### src/rtl/arm_mem_pkg.sv
// Shared types and constants for the ARM memory stage and its SRAM interface.
package arm_mem_pkg;

    // External asynchronous SRAM geometry (half-word addressed, 16-bit data).
    localparam int unsigned SRAM_AW = 18;
    localparam int unsigned SRAM_DW = 16;

    // Width of the per-phase wait counter; WAIT_CYCLES must fit in it (1..15).
    localparam int unsigned CNT_W = 4;

    // First data-memory byte address seen by the pipeline.
    localparam logic [31:0] DEFAULT_BASE_ADDR = 32'h0000_0400;

    typedef enum logic [1:0] {
        StIdle,
        StLow,
        StHigh,
        StDone
    } mem_state_t;

    // Half-word SRAM address for a word index; upper selects bits [31:16].
    function automatic logic [SRAM_AW-1:0] half_addr(input logic [SRAM_AW-2:0] word,
                                                     input logic upper);
        return {word, upper};
    endfunction

endpackage

### src/rtl/mem_wait_counter.sv
// Loadable down-counter that times how long each SRAM phase is held.
// done_o is high once the count has reached zero.
module mem_wait_counter
    import arm_mem_pkg::*;
(
    input  logic             clk_i,
    input  logic             rst_i,
    input  logic             load_i,
    input  logic [CNT_W-1:0] load_val_i,
    output logic             done_o
);

    logic [CNT_W-1:0] count_q;

    // Load on request, otherwise count down and stop at zero.
    always_ff @(posedge clk_i) begin
        if (rst_i) begin
            count_q <= '0;
        end else if (load_i) begin
            count_q <= load_val_i;
        end else if (count_q != '0) begin
            count_q <= count_q - 1'b1;
        end
    end

    assign done_o = (count_q == '0);

endmodule

### src/rtl/sram_mem_stage.sv
// Memory-stage controller: performs each 32-bit LDR/STR as two 16-bit phases on an
// external asynchronous SRAM and holds ready low while the access is in flight.
// Optional feature: define SRAM_ADDR_CHECK_EN to reject out-of-range addresses
// (they complete in one cycle with no SRAM activity; a rejected load returns 0).
module sram_mem_stage
    import arm_mem_pkg::*;
#(
    parameter logic [31:0] BASE_ADDR   = DEFAULT_BASE_ADDR,
    parameter int unsigned WAIT_CYCLES = 1   // legal range 1..15
) (
    input  logic               clk,
    input  logic               rst,
    input  logic               rd_en,
    input  logic               wr_en,
    input  logic [31:0]        address,
    input  logic [31:0]        write_data,
    output logic [31:0]        read_data,
    output logic               ready,
    output logic [SRAM_AW-1:0] sram_addr,
    output logic               sram_we_n,
    output logic [SRAM_DW-1:0] sram_dq_out,
    output logic               sram_dq_oe,
    input  logic [SRAM_DW-1:0] sram_dq_in
);

    // Counter value that makes a phase last exactly WAIT_CYCLES cycles.
    localparam logic [CNT_W-1:0] PhaseLoad = CNT_W'(WAIT_CYCLES - 1);

    mem_state_t         state_q, state_d;
    logic               op_write_q;
    logic [SRAM_AW-2:0] word_q;       // latched offset[18:2]
    logic [31:0]        wdata_q;
    logic [SRAM_DW-1:0] rd_low_q;     // low half of a load, parked until the high half

    logic               req;
    logic               req_write;
    logic               req_bad;
    logic [31:0]        req_offset;
    logic               phase_done;
    logic               cnt_load;
    logic [CNT_W-1:0]   cnt_load_val;
    logic               unused_offset;

    assign req        = rd_en | wr_en;
    assign req_write  = wr_en;             // write wins when both enables are high
    assign req_offset = address - BASE_ADDR;

`ifdef SRAM_ADDR_CHECK_EN
    assign req_bad = (address < BASE_ADDR) || (req_offset[31:19] != '0);
`else
    assign req_bad = 1'b0;
`endif

    // Byte-lane bits and high offset bits do not select SRAM words.
    assign unused_offset = ^{req_offset[31:19], req_offset[1:0]};

    // Phase timer restarts on every state change.
    assign cnt_load     = (state_d != state_q);
    assign cnt_load_val = ((state_d == StLow) || (state_d == StHigh)) ? PhaseLoad : '0;

    mem_wait_counter u_wait_counter (
        .clk_i      (clk),
        .rst_i      (rst),
        .load_i     (cnt_load),
        .load_val_i (cnt_load_val),
        .done_o     (phase_done)
    );

    // Next-state decode.
    always_comb begin
        state_d = state_q;
        unique case (state_q)
            StIdle: begin
                if (req) begin
                    state_d = req_bad ? StDone : StLow;
                end
            end
            StLow: begin
                if (phase_done) begin
                    state_d = StHigh;
                end
            end
            StHigh: begin
                if (phase_done) begin
                    state_d = StDone;
                end
            end
            StDone:  state_d = StIdle;
            default: state_d = StIdle;
        endcase
    end

    // Stall the pipeline from the request cycle until DONE.
    always_comb begin
        ready = 1'b0;
        unique case (state_q)
            StIdle:  ready = ~req;
            StDone:  ready = 1'b1;
            default: ready = 1'b0;
        endcase
    end

    // FSM state, operand latches, registered pad outputs and load data.
    always_ff @(posedge clk) begin
        if (rst) begin
            state_q     <= StIdle;
            op_write_q  <= 1'b0;
            word_q      <= '0;
            wdata_q     <= '0;
            rd_low_q    <= '0;
            read_data   <= '0;
            sram_addr   <= '0;
            sram_we_n   <= 1'b1;
            sram_dq_oe  <= 1'b0;
            sram_dq_out <= '0;
        end else begin
            state_q <= state_d;
            unique case (state_q)
                StIdle: begin
                    if (req) begin
                        op_write_q <= req_write;
                        word_q     <= req_offset[18:2];
                        wdata_q    <= write_data;
                        if (req_bad) begin
                            // Rejected access: no strobe, loads return zero.
                            if (!req_write) begin
                                read_data <= '0;
                            end
                        end else begin
                            sram_addr  <= half_addr(req_offset[18:2], 1'b0);
                            sram_we_n  <= ~req_write;
                            sram_dq_oe <= req_write;
                            if (req_write) begin
                                sram_dq_out <= write_data[15:0];
                            end
                        end
                    end
                end
                StLow: begin
                    if (phase_done) begin
                        sram_addr <= half_addr(word_q, 1'b1);
                        if (op_write_q) begin
                            sram_dq_out <= wdata_q[31:16];
                        end else begin
                            rd_low_q <= sram_dq_in;
                        end
                    end
                end
                StHigh: begin
                    if (phase_done) begin
                        sram_we_n  <= 1'b1;
                        sram_dq_oe <= 1'b0;
                        // read_data only changes once the whole word is in hand.
                        if (!op_write_q) begin
                            read_data <= {sram_dq_in, rd_low_q};
                        end
                    end
                end
                default: ;
            endcase
        end
    end

endmodule
### config.mk
export PLATFORM = sky130hd
export DESIGN_NAME = sram_mem_stage
export DESIGN_NICKNAME = d
export VERILOG_FILES = /design/src/rtl/arm_mem_pkg.sv /design/src/rtl/mem_wait_counter.sv /design/src/rtl/sram_mem_stage.sv
export SDC_FILE = /design/constraint.sdc
export NUM_CORES = 1
export LEC_CHECK = 0
export ABC_AREA = 1
export CELL_PAD_IN_SITES_DETAIL_PLACEMENT = 0
export CELL_PAD_IN_SITES_GLOBAL_PLACEMENT = 1
export CORE_MARGIN = 2
export CORE_UTILIZATION = 30
export DETAILED_ROUTE_END_ITERATION = 6
export PLACE_DENSITY_LB_ADDON = 0.25
export SYNTH_ARGS = -nofsm -noshare
export SYNTH_HDL_FRONTEND = slang
export SYNTH_HIERARCHICAL = 1
export SYNTH_SLANG_ARGS = --single-unit
### constraint.sdc
create_clock -name clk -period 1.92 [get_ports clk]
set_clock_uncertainty 0.05 [all_clocks]
set_input_delay 0.288 -clock clk [delete_from_list [all_inputs] [get_ports clk]]
set_output_delay 0.288 -clock clk [all_outputs]
set_load 0.02 [all_outputs]
==> results.json <==
{
  "yosysSeqAreaShare_pct": 47.7,
  "place_congestion": 0.834,
  "clk-insertion-delay-late_ns": 0.41,
  "fp.dieH_microns": 136,
  "clock_path_buffers": 2,
  "global_route_wire_length_before_repair_microns": 24300,
  "setup_ws_ns": 0.00555,
  "timing.rr.start": "state_q[0]",
  "drcViolationCount": 0,
  "slowest_delay_ns": 0.35,
  "seq_cells_post_synth": 124,
  "drt_iter0_markers": 269,
  "cts_inserted_buffers": 17,
  "drt-vias-per-instance": 4.54,
  "power_switching_mw": 3.64,
  "num_vias": 5085,
  "rows": 48,
  "max-cap-violations": 0,
  "setup_repair_after_global_routing_missed_its_margin": "yes",
  "power_frac_comb_pct": 35.4,
  "netlist.area_leader.share_pct": 47.7,
  "worst_hold_path_type": "in -> reg",
  "run_status": "completed",
  "detailedRoute.firstPassIterationCount": 5,
  "portBuffers": 137,
  "timing.hold.worst.start": "address[7]",
  "cpMostUsedCell": "sky130_fd_sc_hd__nand2_1",
  "synth_common_cells": "sky130_fd_sc_hd__nor2_1 (156), sky130_fd_sc_hd__o21ai_0 (133), sky130_fd_sc_hd__dfxtp_1 (124), sky130_fd_sc_hd__nand2_1 (106), sky130_fd_sc_hd__inv_1 (64)",
  "layout.area.seq_sq_um": 2480,
  "setup_violations_final": 0,
  "floorplan_die_width_microns": 136,
  "antennaDiodeCount": 0,
  "crit_chain": "inv_1, buf_4, ha_1, o21ai_4, nand2_1, nand2_1, nand2_2, nand3_4, inv_6, or2_1, nand3_1, nor2_1",
  "ios": 153,
  "drive_above_1_share_pct": 11.8,
  "worstPathRequired_ns": 2.18,
  "first_global_vias": 4930,
  "yosys-top-cells-area": "sky130_fd_sc_hd__dfxtp_1 (48%), sky130_fd_sc_hd__o21ai_0 (13%), sky130_fd_sc_hd__nor2_1 (11%), sky130_fd_sc_hd__nand2_1 (7.7%), sky130_fd_sc_hd__a21oi_1 (5.5%)",
  "worstPathBufferInverterCount": 3,
  "synth_top_flop_cell": "sky130_fd_sc_hd__dfxtp_1",
  "routed_wirelength_microns": 14800,
  "total_power_mw": 10.5,
  "detail-route-antenna-nets": 0,
  "timing.critical_path.from": "state_q[0]",
  "cellInternalPower_mw": 6.85,
  "synth-edff-count": 0,
  "die-area_sq_um": 18400,
  "postSynth.asyncResetShare_pct": 0,
  "syn_to_final_growth_pct": 49.4,
  "grt_overflow_total": 0,
  "clk_transition_reported_paths_ns": 0.06,
  "fmax_ghz": 0.522,
  "initial_utilization_pct": 30.4,
  "routedWlPerCell_microns": 13.2,
  "sequentialPowerShare_pct": 32.7,
  "ir_worst_vdd_mv": 0.618,
  "pin_count_of_the_biggest_net_entering_global_routing": 67,
  "dp_hpwl_microns": 9990,
  "worstPathArrival_ns": 2.17,
  "multiInputGateArea_sq_um": 2370,
  "place_ws_ns": -0.273,
  "synth_top_cell_by_area": "sky130_fd_sc_hd__dfxtp_1",
  "core_region_area_sq_um": 17100,
  "setup.worst_path.start_class": "register",
  "critPathMaxFanout": 6,
  "clock_tree_from_tritoncts": "yes",
  "finalHoldViolations": 0,
  "antenna_found_initial": 0,
  "power_switching_share_pct": 34.7,
  "ys.warnings.count": 6,
  "final_min_period_over_clock_period_pct": 99.7,
  "critical_path.slowest_cell": "sky130_fd_sc_hd__dfxtp_2",
  "synthCells": 724,
  "cellPowerDensity_nw_per_um2": 1350,
  "worst_path_dominant_cell_family": "simple AND/OR/NAND/NOR gates",
  "worstSetupPathType": "reg -> reg",
  "timing_max_transition_violations_final": 0,
  "critPathCaptureType": "register",
  "netlist_area_sq_um": 5200,
  "tritoncts_num_sinks": 124,
  "timing.final.crit_period_ns": 1.91,
  "clock_power_share_pct": 31.9,
  "fillCellCount": 1694,
  "htree_num_levels": 4,
  "synth.most_common_cell": "sky130_fd_sc_hd__nor2_1",
  "synthesis.area_per_instance_sq_um": 7.18,
  "yosys.cell_types.count": 27,
  "cts-root-buf": "sky130_fd_sc_hd__clkbuf_16",
  "leakage_nw": 3.35,
  "globalRouteTotalUtil_pct": 16.7,
  "finish.net_count": 974
}
[stage by stage]
| stage | setup TNS [ns] | area, sq um | instances | hold WS [ns] | util, % |
|---|---|---|---|---|---|
| detailed placement | -1.71 | 6960 | 1080 | 0.394 | 40.7 |
| finish | 0 | 7770 | 1120 | 0.386 | 45.4 |
| floorplan | 0 | 5230 | 727 | 0.307 | - |
| global placement | -0.958 | 6960 | 1080 | 0.386 | 40.7 |
| global route | -0.487 | 7770 | 1120 | 0.393 | 45.4 |
| CTS | 0 | 7660 | 1118 | 0.375 | 44.8 |
[repair_timing]
action | in CTS | in global routing
buffers inserted | 6 | 2
hold buffers | 0 | 0
endpoints found under the setup margin | 22 | 54
resized for setup | 19 | 22
pin swaps | 10 | 4
[worst register-to-register path: stages (launching register included)]
cell	delay (ns)
sky130_fd_sc_hd__dfxtp_2	0.35
sky130_fd_sc_hd__inv_1	0.06
sky130_fd_sc_hd__buf_4	0.16
sky130_fd_sc_hd__ha_1	0.28
sky130_fd_sc_hd__o21ai_4	0.21
sky130_fd_sc_hd__nand2_1	0.07
sky130_fd_sc_hd__nand2_1	0.09
sky130_fd_sc_hd__nand2_2	0.07
sky130_fd_sc_hd__nand3_4	0.12
sky130_fd_sc_hd__inv_6	0.05
sky130_fd_sc_hd__or2_1	0.20
sky130_fd_sc_hd__nand3_1	0.07
sky130_fd_sc_hd__nor2_1	0.05
[metal layers]
layer	up-vias	GRT usage (%)	part of all wire (%)
met5	-	0	0
met4	0	5.15	1.3
met3	17	4.94	5.6
met2	143	27.2	48
met1	2297	21.3	46
li1	2628	-	-
[cell usage in the layout (no fill, tap or decap), types with 2 or more instances in the layout]
cell and instances:
sky130_fd_sc_hd__nor2_1 154, sky130_fd_sc_hd__clkdlybuf4s50_1 136, sky130_fd_sc_hd__o21ai_0 130, sky130_fd_sc_hd__dfxtp_1 122, sky130_fd_sc_hd__nand2_1 102, sky130_fd_sc_hd__inv_1 56
sky130_fd_sc_hd__a21oi_1 56, sky130_fd_sc_hd__buf_4 33, sky130_fd_sc_hd__clkbuf_16 17, sky130_fd_sc_hd__nand3_1 14, sky130_fd_sc_hd__inv_6 7, sky130_fd_sc_hd__inv_2 6
sky130_fd_sc_hd__buf_12 6, sky130_fd_sc_hd__nor2_4 5, sky130_fd_sc_hd__clkinvlp_4 5, sky130_fd_sc_hd__ha_1 5, sky130_fd_sc_hd__conb_1 4, sky130_fd_sc_hd__nand2_2 3
sky130_fd_sc_hd__xor2_1 3, sky130_fd_sc_hd__bufinv_16 3, sky130_fd_sc_hd__o21ai_2 2, sky130_fd_sc_hd__o21ai_4 2, sky130_fd_sc_hd__nand3_4 2, sky130_fd_sc_hd__inv_4 2
sky130_fd_sc_hd__o21ai_1 2, sky130_fd_sc_hd__ha_4 2, sky130_fd_sc_hd__dfxtp_2 2, sky130_fd_sc_hd__nand4_1 2
[sequential cells by signal, indices dropped and copies added, names as in the netlist]
name / count
op_write_q: 1
rd_low_q: 16
read_data: 32
sram_addr: 18
sram_dq_oe: 1
sram_dq_out: 16
sram_we_n: 1
state_q: 2
u_wait_counter/count_q: 4
wdata_q: 16
word_q: 17
[power by group through the flow]
stage / Combinational [mW] / Sequential, mW / Clock, mW
final: 3.71 / 3.43 / 3.35
after global routing: 4.13 / 3.50 / 3.55
after CTS: 3.64 / 3.43 / 3.43
after detailed placement: 3.39 / 3.46 / 0
after global placement: 3.34 / 3.46 / 0
after floorplan: 1.65 / 3.78 / 0
[layout make-up]
cell class	count	area share, %
Sequential cell	124	32.0
Timing Repair Buffer	176	22.4
Clock inverter	14	2.30
Inverter	67	3.46
Tap cell	225	3.62
Clock buffer	18	5.65
Multi-Input combinational cell	496	30.6
[kinds of logic (layout without fill, tap and decap cells)]
kind of cell | after synthesis | count (layout) | synth area share [%]
simple gates | 286 | 286 | 21.7
fa+ha+maj | 8 | 8 | 1.93
compound gates | 194 | 194 | 19.0
mux | 1 | 1 | 0.193
buf+inv | 107 | 275 | 8.88
xor+xnor | 3 | 3 | 0.505
flops | 124 | 124 | 47.7
other cells | 1 | 4 | 0.0721
[worst paths after layout]
check,slack [ns],endpoint,cells after the start
setup / recovery,0.006,u_wait_counter/count_q[3],12
hold / removal,0.39,word_q[5],3
setup reg to reg,0.006,u_wait_counter/count_q[3],12
hold reg to reg,0.40,read_data[12],2
(Power assumes the default switching activity.)
